--- src/rtl/aes_pkg.sv ---
// Shared helpers for the Rijndael ShiftRows datapath: legal block widths,
// per-row rotation offsets and byte positions within the packed state.
package aes_pkg;

  // Direction of the row rotation.
  typedef enum logic {
    DIR_FWD = 1'b0,
    DIR_INV = 1'b1
  } dir_e;

  localparam int ROWS = 4;

  // True for the Rijndael block widths this datapath supports.
  function automatic bit nb_legal(input int nb);
    return (nb == 4) || (nb == 6) || (nb == 8);
  endfunction

  // Rotation amount of row r; the 256-bit block uses a wider spread.
  function automatic int shift_off(input int nb, input int r);
    case (r)
      0:       return 0;
      1:       return 1;
      2:       return (nb == 8) ? 3 : 2;
      default: return (nb == 8) ? 4 : 3;
    endcase
  endfunction

  // LSB position of byte s_i; s_0 sits at the top of the vector.
  function automatic int byte_lsb(input int nb, input int i);
    return 32 * nb - 8 - 8 * i;
  endfunction

  // Index of the input byte that lands in output byte i.
  function automatic int src_byte(input int nb, input int i, input dir_e dir);
    int r;
    int c;
    int sc;
    r = i % ROWS;
    c = i / ROWS;
    if (dir == DIR_INV) sc = (c - shift_off(nb, r) + nb) % nb;
    else                sc = (c + shift_off(nb, r)) % nb;
    return r + ROWS * sc;
  endfunction

endpackage

--- src/rtl/shift_rows_perm.sv ---
// Combinational ShiftRows / InvShiftRows byte permutation for an NB-column
// state. Pure wiring plus one 2:1 mux per byte; reusable wherever a state
// needs rotating (round datapath, key schedule, unrolled rounds).
module shift_rows_perm
  import aes_pkg::*;
#(
  parameter int NB = 4
) (
  input  logic              inv_i,
  input  logic [32*NB-1:0]  data_i,
  output logic [32*NB-1:0]  data_o
);

  logic [32*NB-1:0] fwd_map;
  logic [32*NB-1:0] inv_map;

  for (genvar i = 0; i < 4 * NB; i++) begin : g_byte
    localparam int DST   = byte_lsb(NB, i);
    localparam int SRC_F = byte_lsb(NB, src_byte(NB, i, DIR_FWD));
    localparam int SRC_I = byte_lsb(NB, src_byte(NB, i, DIR_INV));
    assign fwd_map[DST +: 8] = data_i[SRC_F +: 8];
    assign inv_map[DST +: 8] = data_i[SRC_I +: 8];
  end

  // Direction select per block.
  assign data_o = inv_i ? inv_map : fwd_map;

endmodule

--- src/rtl/shift_rows_pipe.sv ---
// Pipelined ShiftRows / InvShiftRows stage with valid/ready flow control.
// Optional per-byte parity is enabled with the macro SHIFT_ROWS_PARITY_EN.
//
// Handshake: a transfer happens on a rising edge where valid && ready are
// both high. Each stage loads when it is empty or its block is leaving this
// cycle (ready = !valid_q || next_ready). Valid must not depend on ready.
module shift_rows_pipe
  import aes_pkg::*;
#(
  parameter int NB          = 4,
  parameter int PIPE_STAGES = 1,
  parameter int TAG_W       = 4
) (
  input  logic              clk,
  input  logic              rst_n,
  input  logic              in_valid,
  output logic              in_ready,
  input  logic [32*NB-1:0]  in_data,
  input  logic              in_inv,
  input  logic [TAG_W-1:0]  in_tag,
  output logic              out_valid,
  input  logic              out_ready,
  output logic [32*NB-1:0]  out_data,
  output logic [TAG_W-1:0]  out_tag
`ifdef SHIFT_ROWS_PARITY_EN
  ,
  input  logic [4*NB-1:0]   in_par,
  output logic [4*NB-1:0]   out_par,
  output logic              par_err
`endif
);

  if (!nb_legal(NB)) begin : g_bad_nb
    $error("shift_rows_pipe: NB must be 4, 6 or 8");
  end
  if (PIPE_STAGES != 1 && PIPE_STAGES != 2) begin : g_bad_stages
    $error("shift_rows_pipe: PIPE_STAGES must be 1 or 2");
  end
  if (TAG_W < 1) begin : g_bad_tag
    $error("shift_rows_pipe: TAG_W must be at least 1");
  end

  logic [32*NB-1:0] perm_data;

  shift_rows_perm #(.NB(NB)) u_perm (
    .inv_i  (in_inv),
    .data_i (in_data),
    .data_o (perm_data)
  );

  // Stage 1: permuted block.
  logic              s1_valid_q, s1_valid_d;
  logic [32*NB-1:0]  s1_data_q,  s1_data_d;
  logic [TAG_W-1:0]  s1_tag_q,   s1_tag_d;
  logic              s1_next_ready;
  logic              s1_ready;

  assign s1_ready = !s1_valid_q || s1_next_ready;
  assign in_ready = s1_ready;

  // Stage 1 next state: capture the permuted block whenever the slot frees up.
  always_comb begin
    s1_valid_d = s1_valid_q;
    s1_data_d  = s1_data_q;
    s1_tag_d   = s1_tag_q;
    if (s1_ready) begin
      s1_valid_d = in_valid;
      if (in_valid) begin
        s1_data_d = perm_data;
        s1_tag_d  = in_tag;
      end
    end
  end

  // Stage 1 registers; reset empties the slot and clears the payload.
  always_ff @(posedge clk or negedge rst_n) begin
    if (!rst_n) begin
      s1_valid_q <= 1'b0;
      s1_data_q  <= '0;
      s1_tag_q   <= '0;
    end else begin
      s1_valid_q <= s1_valid_d;
      s1_data_q  <= s1_data_d;
      s1_tag_q   <= s1_tag_d;
    end
  end

`ifdef SHIFT_ROWS_PARITY_EN
  logic [4*NB-1:0] perm_par;
  logic [4*NB-1:0] byte_bad;
  logic [4*NB-1:0] s1_par_q, s1_par_d;
  logic            par_err_q, par_err_d;

  // Parity bits follow their bytes; each is also rechecked against its byte.
  for (genvar i = 0; i < 4 * NB; i++) begin : g_par
    localparam int SF = src_byte(NB, i, DIR_FWD);
    localparam int SI = src_byte(NB, i, DIR_INV);
    assign perm_par[i] = in_inv ? in_par[SI] : in_par[SF];
    assign byte_bad[i] = in_par[i] ^ (^in_data[byte_lsb(NB, i) +: 8]);
  end

  // Parity next state: travels with stage 1; error is sticky on a bad accept.
  always_comb begin
    s1_par_d  = s1_par_q;
    par_err_d = par_err_q;
    if (s1_ready && in_valid) begin
      s1_par_d  = perm_par;
      par_err_d = par_err_q | (|byte_bad);
    end
  end

  // Parity registers.
  always_ff @(posedge clk or negedge rst_n) begin
    if (!rst_n) begin
      s1_par_q  <= '0;
      par_err_q <= 1'b0;
    end else begin
      s1_par_q  <= s1_par_d;
      par_err_q <= par_err_d;
    end
  end

  assign par_err = par_err_q;
`endif

  if (PIPE_STAGES == 2) begin : g_stage2
    // Stage 2: plain register slice for timing.
    logic              s2_valid_q, s2_valid_d;
    logic [32*NB-1:0]  s2_data_q,  s2_data_d;
    logic [TAG_W-1:0]  s2_tag_q,   s2_tag_d;
    logic              s2_ready;

    assign s2_ready      = !s2_valid_q || out_ready;
    assign s1_next_ready = s2_ready;

    // Stage 2 next state: take stage 1's block whenever this slot frees up.
    always_comb begin
      s2_valid_d = s2_valid_q;
      s2_data_d  = s2_data_q;
      s2_tag_d   = s2_tag_q;
      if (s2_ready) begin
        s2_valid_d = s1_valid_q;
        if (s1_valid_q) begin
          s2_data_d = s1_data_q;
          s2_tag_d  = s1_tag_q;
        end
      end
    end

    // Stage 2 registers.
    always_ff @(posedge clk or negedge rst_n) begin
      if (!rst_n) begin
        s2_valid_q <= 1'b0;
        s2_data_q  <= '0;
        s2_tag_q   <= '0;
      end else begin
        s2_valid_q <= s2_valid_d;
        s2_data_q  <= s2_data_d;
        s2_tag_q   <= s2_tag_d;
      end
    end

    assign out_valid = s2_valid_q;
    assign out_data  = s2_data_q;
    assign out_tag   = s2_tag_q;

`ifdef SHIFT_ROWS_PARITY_EN
    logic [4*NB-1:0] s2_par_q, s2_par_d;

    // Stage 2 parity next state.
    always_comb begin
      s2_par_d = s2_par_q;
      if (s2_ready && s1_valid_q) s2_par_d = s1_par_q;
    end

    // Stage 2 parity register.
    always_ff @(posedge clk or negedge rst_n) begin
      if (!rst_n) s2_par_q <= '0;
      else        s2_par_q <= s2_par_d;
    end

    assign out_par = s2_par_q;
`endif
  end else begin : g_stage1_only
    assign s1_next_ready = out_ready;
    assign out_valid     = s1_valid_q;
    assign out_data      = s1_data_q;
    assign out_tag       = s1_tag_q;
`ifdef SHIFT_ROWS_PARITY_EN
    assign out_par       = s1_par_q;
`endif
  end

endmodule

--- config.mk ---
export PLATFORM = sky130hd
export DESIGN_NAME = shift_rows_pipe
export DESIGN_NICKNAME = d
export VERILOG_FILES = /design/src/rtl/aes_pkg.sv /design/src/rtl/shift_rows_perm.sv /design/src/rtl/shift_rows_pipe.sv
export SDC_FILE = /design/constraint.sdc
export NUM_CORES = 1
export LEC_CHECK = 0
export BUFFER_PORTS_ARGS = -buffer_cell sky130_fd_sc_hd__buf_2
export CAP_MARGIN = 15
export CORE_MARGIN = 2
export CORE_UTILIZATION = 50
export CTS_CLUSTER_DIAMETER = 80
export CTS_CLUSTER_SIZE = 25
export DETAILED_ROUTE_END_ITERATION = 16
export HOLD_SLACK_MARGIN = 0.06
export PLACE_DENSITY = 0.91
export SYNTH_ARGS = -nofsm -noshare
export SYNTH_HDL_FRONTEND = slang
export SYNTH_SLANG_ARGS = --single-unit
--- constraint.sdc ---
create_clock -name clk -period 3.1 [get_ports clk]
set_input_delay 0.31 -clock clk [delete_from_list [all_inputs] [get_ports clk]]
set_output_delay 0.31 -clock clk [all_outputs]
set_load 0.03 [all_outputs]
==> results of run 1 <==
kinds of logic (layout without fill, tap and decap cells):
family	after synthesis	in the layout
buffers and inverters	43	309
AO/OA/AOI/OAI	128	128
flip-flops	133	133
AND/OR/NAND/NOR	3	3
multiplexers	132	132
power by group through the flow:
stage,Sequential (mW),Clock [mW],Combinational (mW)
after floorplan,2.66,0,0.416
after global placement,2.14,0,1.39
after detailed placement,2.15,0,1.43
after CTS,2.13,2.18,1.43
after global routing,2.16,2.26,1.52
final,2.13,2.14,1.43
worst register-to-register path: stages (launching register included):
cell      delay [ns]
dfrtp_1         0.39
nand2b_4        0.14
nand2_4         0.40
buf_12          0.31
mux2_2          0.39
cells in the final DEF (no fill, tap or decap), drive strengths merged:
cell / instances
nand2b: 2
mux2i: 64
dlygate4sd3: 1
clkbuf: 19
nand2: 1
clkinv: 6
mux2: 68
a21oi: 64
dfrtp: 133
bufinv: 4
a31oi: 64
buf: 276
clkinvlp: 3
synth_stat cells:
| master | number |
|---|---|
| nand2b_1 | 2 |
| mux2_4 | 20 |
| buf_6 | 3 |
| mux2_2 | 48 |
| dfrtp_1 | 133 |
| nand2_2 | 1 |
| buf_2 | 21 |
| mux2i_1 | 64 |
| a21oi_1 | 64 |
| a31oi_1 | 64 |
| buf_1 | 2 |
| clkbuf_1 | 17 |
through the flow:
step	cells	power [mW]	cell area (sq um)	setup slack [ns]	util
after floorplan	439	3.08	5760	1.58	-
after global placement	814	3.53	7150	1.28	0.632
after detailed placement	814	3.58	7150	1.23	0.632
after CTS	846	5.74	7790	0.838	0.688
after global routing	848	5.94	7820	0.733	0.691
final	848	5.70	7820	0.837	0.691
state kept, by name, indices dropped and copies added (netlist names):
register and cells:
out_valid 1, out_data 128, out_tag 4
repair_timing:
action	CTS	global route
endpoints found under the hold margin	0	22
resized for setup	0	0
hold buffers	0	1
layout make-up:
type / count / area, sq um
sequential: 133 / 3330
tap: 143 / 179
fill: 805 / 3500
clock buffer: 19 / 453
timing repair buffer: 277 / 1450
clock inverter: 13 / 180
multi-input combinational: 263 / 2230
per-layer routing:
metal,wire length (um),vias up,global-route usage,share of wire
li1,-,2144,-,-
met1,6030,2253,0.303,0.40
met2,7530,215,0.408,0.50
met3,1170,35,0.0815,0.078
met4,407,0,0.107,0.027
met5,0,-,0,0
final timing paths:
check	from	to	slack [ns]	depth (start not counted)
worst max-delay path	out_valid	in_ready	0.84	3
worst min-delay path	in_data[94]	out_data[94]	0.12	2
worst max register to register	out_valid	out_data[127]	1.35	4
worst min register to register	out_data[46]	out_data[46]	0.50	1
max in group asynchronous	rst_n	out_data[28]	1.81	4
min in group asynchronous	rst_n	out_data[51]	0.32	2
==> out/metrics.yaml, run 1 <==
setup_path:
  crit_required_ns: 2.79
  crit_path_end_kind: "primary output"
  crit_arrival_ns: 1.95
  cp_max_fo: 76
  critPathKind: "register to primary output"
  crit_chain: "nand2b_4 -> buf_4 -> buf_2"
  critPathBufInv: 2
  cp_top_family: "buffers and inverters"
  start_kind: "register"
  worst_path_max_delay_cell: "buf_4"
  cp_slowest_stage_delay_ns: 0.59
cts:
  cts_tree: "yes"
  clk_latency_ns: 0.42
  clockRootBuffer: "clkbuf_16"
  cts_setup_buffers: 0
  cts_buffers: 17
  htreeDepth: 4
  cts_buffer_depth: 2
  clk_pin_slew_ns: 0.06
  numClockSinks: 133
timing:
  relSlewSlack: 0.327
  whs_ns: 0.122
  maxSlewViolCount: 0
  hold_violations: 0
  fin_crit_ns: 2.26
  finalCritPeriodShare: 0.730
  tightest_slew_ns: 1.01
  finClkSkew_ns: 0.00410
  fmax_ghz: 0.442
  fin_tns_setup_ns: 0
  finalSetupViolCount: 0
  rsz0062_at_grt: "no"
detailed_routing:
  drc: 0
  wl_um: 15100
  ant_nets: 0
  wl_per_cell_um: 17.8
  dr.pass1.iters: 4
  via_per_inst: 5.48
  vias: 4647
  detail_route.iter0.violations: 352
final_layout:
  layout.nets: 829
  drive_gt1_frac: 0.536
  syn2layout_area_growth_pct: 35.8
  num_antenna_cells: 0
synthesis:
  synth_seq_area_share: 0.578
  ys_types: 12
  postSynthAreaPerCell_sq_um: 13.1
  netlist_area_sq_um: 5760
  synth.top_cell.area_share: 0.578
  muxShareOfSynthArea: 0.257
  ys_ff_latch: 133
  synth_top_area_cell: "dfrtp_1"
  synth_top_family_by_area: "multiplexers"
  synth-compound-area-share: 0.125
  synthesis.nets: 576
  synthXorXnorAreaFrac: 0
  synthAdderAreaFrac: 0
  yosysWarnings: 0
  synthCells: 439
  synthTopCellsByArea: "dfrtp_1 58%, mux2i_1 11%, mux2_2 9.4%"
  synth-simple-area-share: 0.00326
worst_hold_path:
  hp-class: "input pin to register"
floorplan:
  num_rows: 39
  start_util: 0.509
  die_h_um: 111
  chipWidth_um: 111
  core_area_sq_um: 11300
  ioPinCount: 271
  die-area_sq_um: 12400
pwr:
  switching_share: 0.321
  p_int_mw: 3.87
  power.leakage_nw: 3.86
  power_density_nw_per_um2: 728
  switching_power_mw: 1.83
  comb_power_share: 0.251
  p_clk_frac: 0.375
  peakVddDrop_uv: 554
  pwr-share-seq: 0.374
placed_design:
  port_buffers: 270
  gp_congestion: 0.807
  dp_hpwl_um: 10400
job:
  cap_viol_max_count: 0
global_routing:
  grtUsageTotal: 0.249
  grt_pass1_vias: 4609
  gr-total-overflow: 0
  antenna_found_initial: 0
  grt_max_degree: 124
  grt_pass1_wl_um: 24300
run_status:
  status: "completed"
Power figures use the tool's default switching activity.
==> inputs of run 2 (changes only) <==
- CORE_UTILIZATION: 50 -> 47
- PLACE_DENSITY: 0.91 -> 0.87
- clock period: 3.1 -> 2.3 ns (I/O delays scaled with it)
==> run 2 against run 1 <==
  * Clock power rose by 28%
  * Clock skew up 0.0079 ns
  * Register-to-register slack worse by 0.61 ns
  * Total power grew 36%
  * Combinational power up 45%
  * Highest routed layer unchanged
  * Routed wire length rose by 25%
  * First-iteration DRC count rose by 9.7%
==> out/metrics.yaml, run 2 (synthesized netlist as in run 1, its figures left out) <==
run_status:
  status: "completed"  # unchanged
placed_design:
  placed_cells: 822  # was 814
  dp_hpwl_um: 10700  # was 10400 um
  gp_congestion: 0.824  # was 0.807
  port_buffers: 270  # unchanged
  post-place-ws_ns: 0.763  # was 1.23 ns
cts:
  htreeDepth: 4  # unchanged
  cts_resized: 0  # unchanged
  clk_latency_ns: 0.42  # about the same
  cts_tree: "yes"  # unchanged
  hold_buffers: 61  # was 0
  clk_pin_slew_ns: 0.06  # about the same
  numClockSinks: 133  # unchanged
  cts_buffer_depth: 2  # unchanged
  clockRootBuffer: "clkbuf_16"  # unchanged
  cts_buffers: 17  # unchanged
  cts_setup_buffers: 0  # unchanged
floorplan:
  die_h_um: 115  # was 111 um
  num_rows: 40  # was 39
  ioPinCount: 271  # unchanged
  core_area_sq_um: 12000  # was 11300 sq um
  chipWidth_um: 115  # was 111 um
  start_util: 0.481  # was 0.509
  die-area_sq_um: 13200  # was 12400 sq um
global_routing:
  gr-total-overflow: 0  # unchanged
  antenna_found_initial: 0  # unchanged
  grt_pass1_wl_um: 27400  # was 24300 um
  use_met1: 0.310  # was 0.303
  met3_usage: 0.0821  # was 0.0815
  grt.met2_usage: 0.471  # was 0.408
  grt_max_degree: 131  # was 124
  grt_pass1_vias: 5103  # was 4609
  grtUsageTotal: 0.275  # was 0.249
  busiest_layer: "met2"  # unchanged
setup_path:
  crit_chain: "nand2b_4 -> buf_12 -> buf_2"  # was nand2b_4 -> buf_4 -> buf_2
  crit_path_end_kind: "primary output"  # unchanged
  crit_arrival_ns: 1.65  # was 1.95 ns
  worst_path_max_delay_cell: "dfrtp_1"  # was buf_4
  start_kind: "register"  # unchanged
  cp_max_fo: 130  # was 76
  critPathBufInv: 2  # unchanged
  critPathKind: "register to primary output"  # unchanged
  cp_slowest_stage_delay_ns: 0.40  # was 0.59 ns
  crit_required_ns: 2.07  # was 2.79 ns
  r2r_setup_slack_ns: 0.74  # was 1.35 ns
  cp_top_family: "buffers and inverters"  # unchanged
timing:
  rsz0062_at_grt: "no"  # unchanged
  finalSetupViolCount: 0  # unchanged
  relSlewSlack: 0.623  # was 0.327
  hold_violations: 0  # unchanged
  finClkSkew_ns: 0.0120  # was 0.00410 ns
  finalCritPeriodShare: 0.817
  fmax_ghz: 0.532
  fin_tns_setup_ns: 0  # unchanged
  tightest_slew_ns: 0.566  # was 1.01 ns
  fin_crit_ns: 1.88
  maxSlewViolCount: 0  # unchanged
  setup_slack_ns: 0.421  # was 0.837 ns
final_layout:
  drive_gt1_frac: 0.494  # was 0.536
  layout_common_cells: "267 x buf_2, 133 x dfrtp_1"  # was 267 x buf_2, 133 x dfrtp_1, 64 x mux2i_1, 64 x a21oi_1, 64 x a31oi_1
  syn2layout_area_growth_pct: 47.2  # was 35.8%
  layout.nets: 895  # was 829
  fin_cells: 918  # was 848
  num_antenna_cells: 0  # unchanged
  largest_reg_flops: 128  # unchanged
  layout_commonest_cell: "buf_2"  # unchanged
  fill_cells: 768  # was 805
worst_hold_path:
  hp-class: "input pin to register"  # unchanged
pwr:
  p_total_mw: 7.74  # was 5.70 mW
  peakVddDrop_uv: 405  # was 554 uV
  power_density_nw_per_um2: 912  # was 728 nW/um^2
  power.leakage_nw: 4.12  # was 3.86 nW
job:
  cap_viol_max_count: 0  # unchanged
detailed_routing:
  drc: 0  # unchanged
  vias: 5174  # was 4647
  wl_per_cell_um: 20.7  # was 17.8 um
  wl_um: 19000  # was 15100 um
  detail_route.iter0.violations: 386  # was 352
  dr.pass1.iters: 5  # was 4
  ant_nets: 0  # unchanged
  via_per_inst: 5.64  # was 5.48
[run 2: cell types whose count changed in the layout (fill, tap and decap cells not counted), moves of 2 or more]
cell / before / now
buf_12: 1 / 5
clkinv_4: 2 / 4
bufinv_16: 4 / 2
clkinv_2: 4 / 1
inv_6: 0 / 2
dlygate4sd3_1: 1 / 64
[run 2: final timing paths]
| path | from | end | depth (start not counted) |
|---|---|---|---|
| min reg2reg | out_data[30] | out_data[30] | 1 |
| max reg2reg | out_valid | out_data[74] | 4 |
| max in group asynchronous | rst_n | out_data[114] | 3 |
| min | in_data[89] | out_data[89] | 2 |
| max | out_valid | in_ready | 3 |
| min in group asynchronous | rst_n | out_data[34] | 2 |
[run 2: cell type report]
| cell class | count | area [sq um] | share of cell area |
|---|---|---|---|
| Sequential cell | 133 | 3330 | 0.393 |
| Timing Repair Buffer | 343 | 2130 | 0.252 |
| Tap cell | 147 | 184 | 0.0217 |
| Clock inverter | 13 | 148 | 0.0174 |
| Multi-Input combinational cell | 263 | 2230 | 0.263 |
| Clock buffer | 19 | 453 | 0.0534 |
[run 2: power by group]
part | total (mW) | switching (mW) | leakage, nW | internal [mW]
combinational | 2.08 | 1.33 | 2.33 | 0.743
clock | 2.74 | 1.08 | 0.282 | 1.66
sequential | 2.92 | 0.230 | 1.51 | 2.69
[run 2: worst reg2reg max path, stage by stage (launching register included)]
cell	delay, ns
dfrtp_1	0.39
nand2b_4	0.09
nand2_4	0.27
buf_4	0.32
mux2_2	0.38
[run 2: metal layers]
layer,routed length [um],vias to the layer above
li1,-,2276
met1,6910,2546
met2,9850,287
met3,1350,65
met4,874,0
met5,0,-
[run 2: through the flow]
step           utilization  instance area [sq um]  hold slack, ns
2_1_floorplan            -                   5760         -0.0656
3_3_place_gp         0.605                   7240           0.232
3_5_place_dp         0.605                   7240           0.236
4_1_cts              0.706                   8450          0.0619
5_1_grt              0.709                   8480          0.0655
6_report             0.709                   8480          0.0838
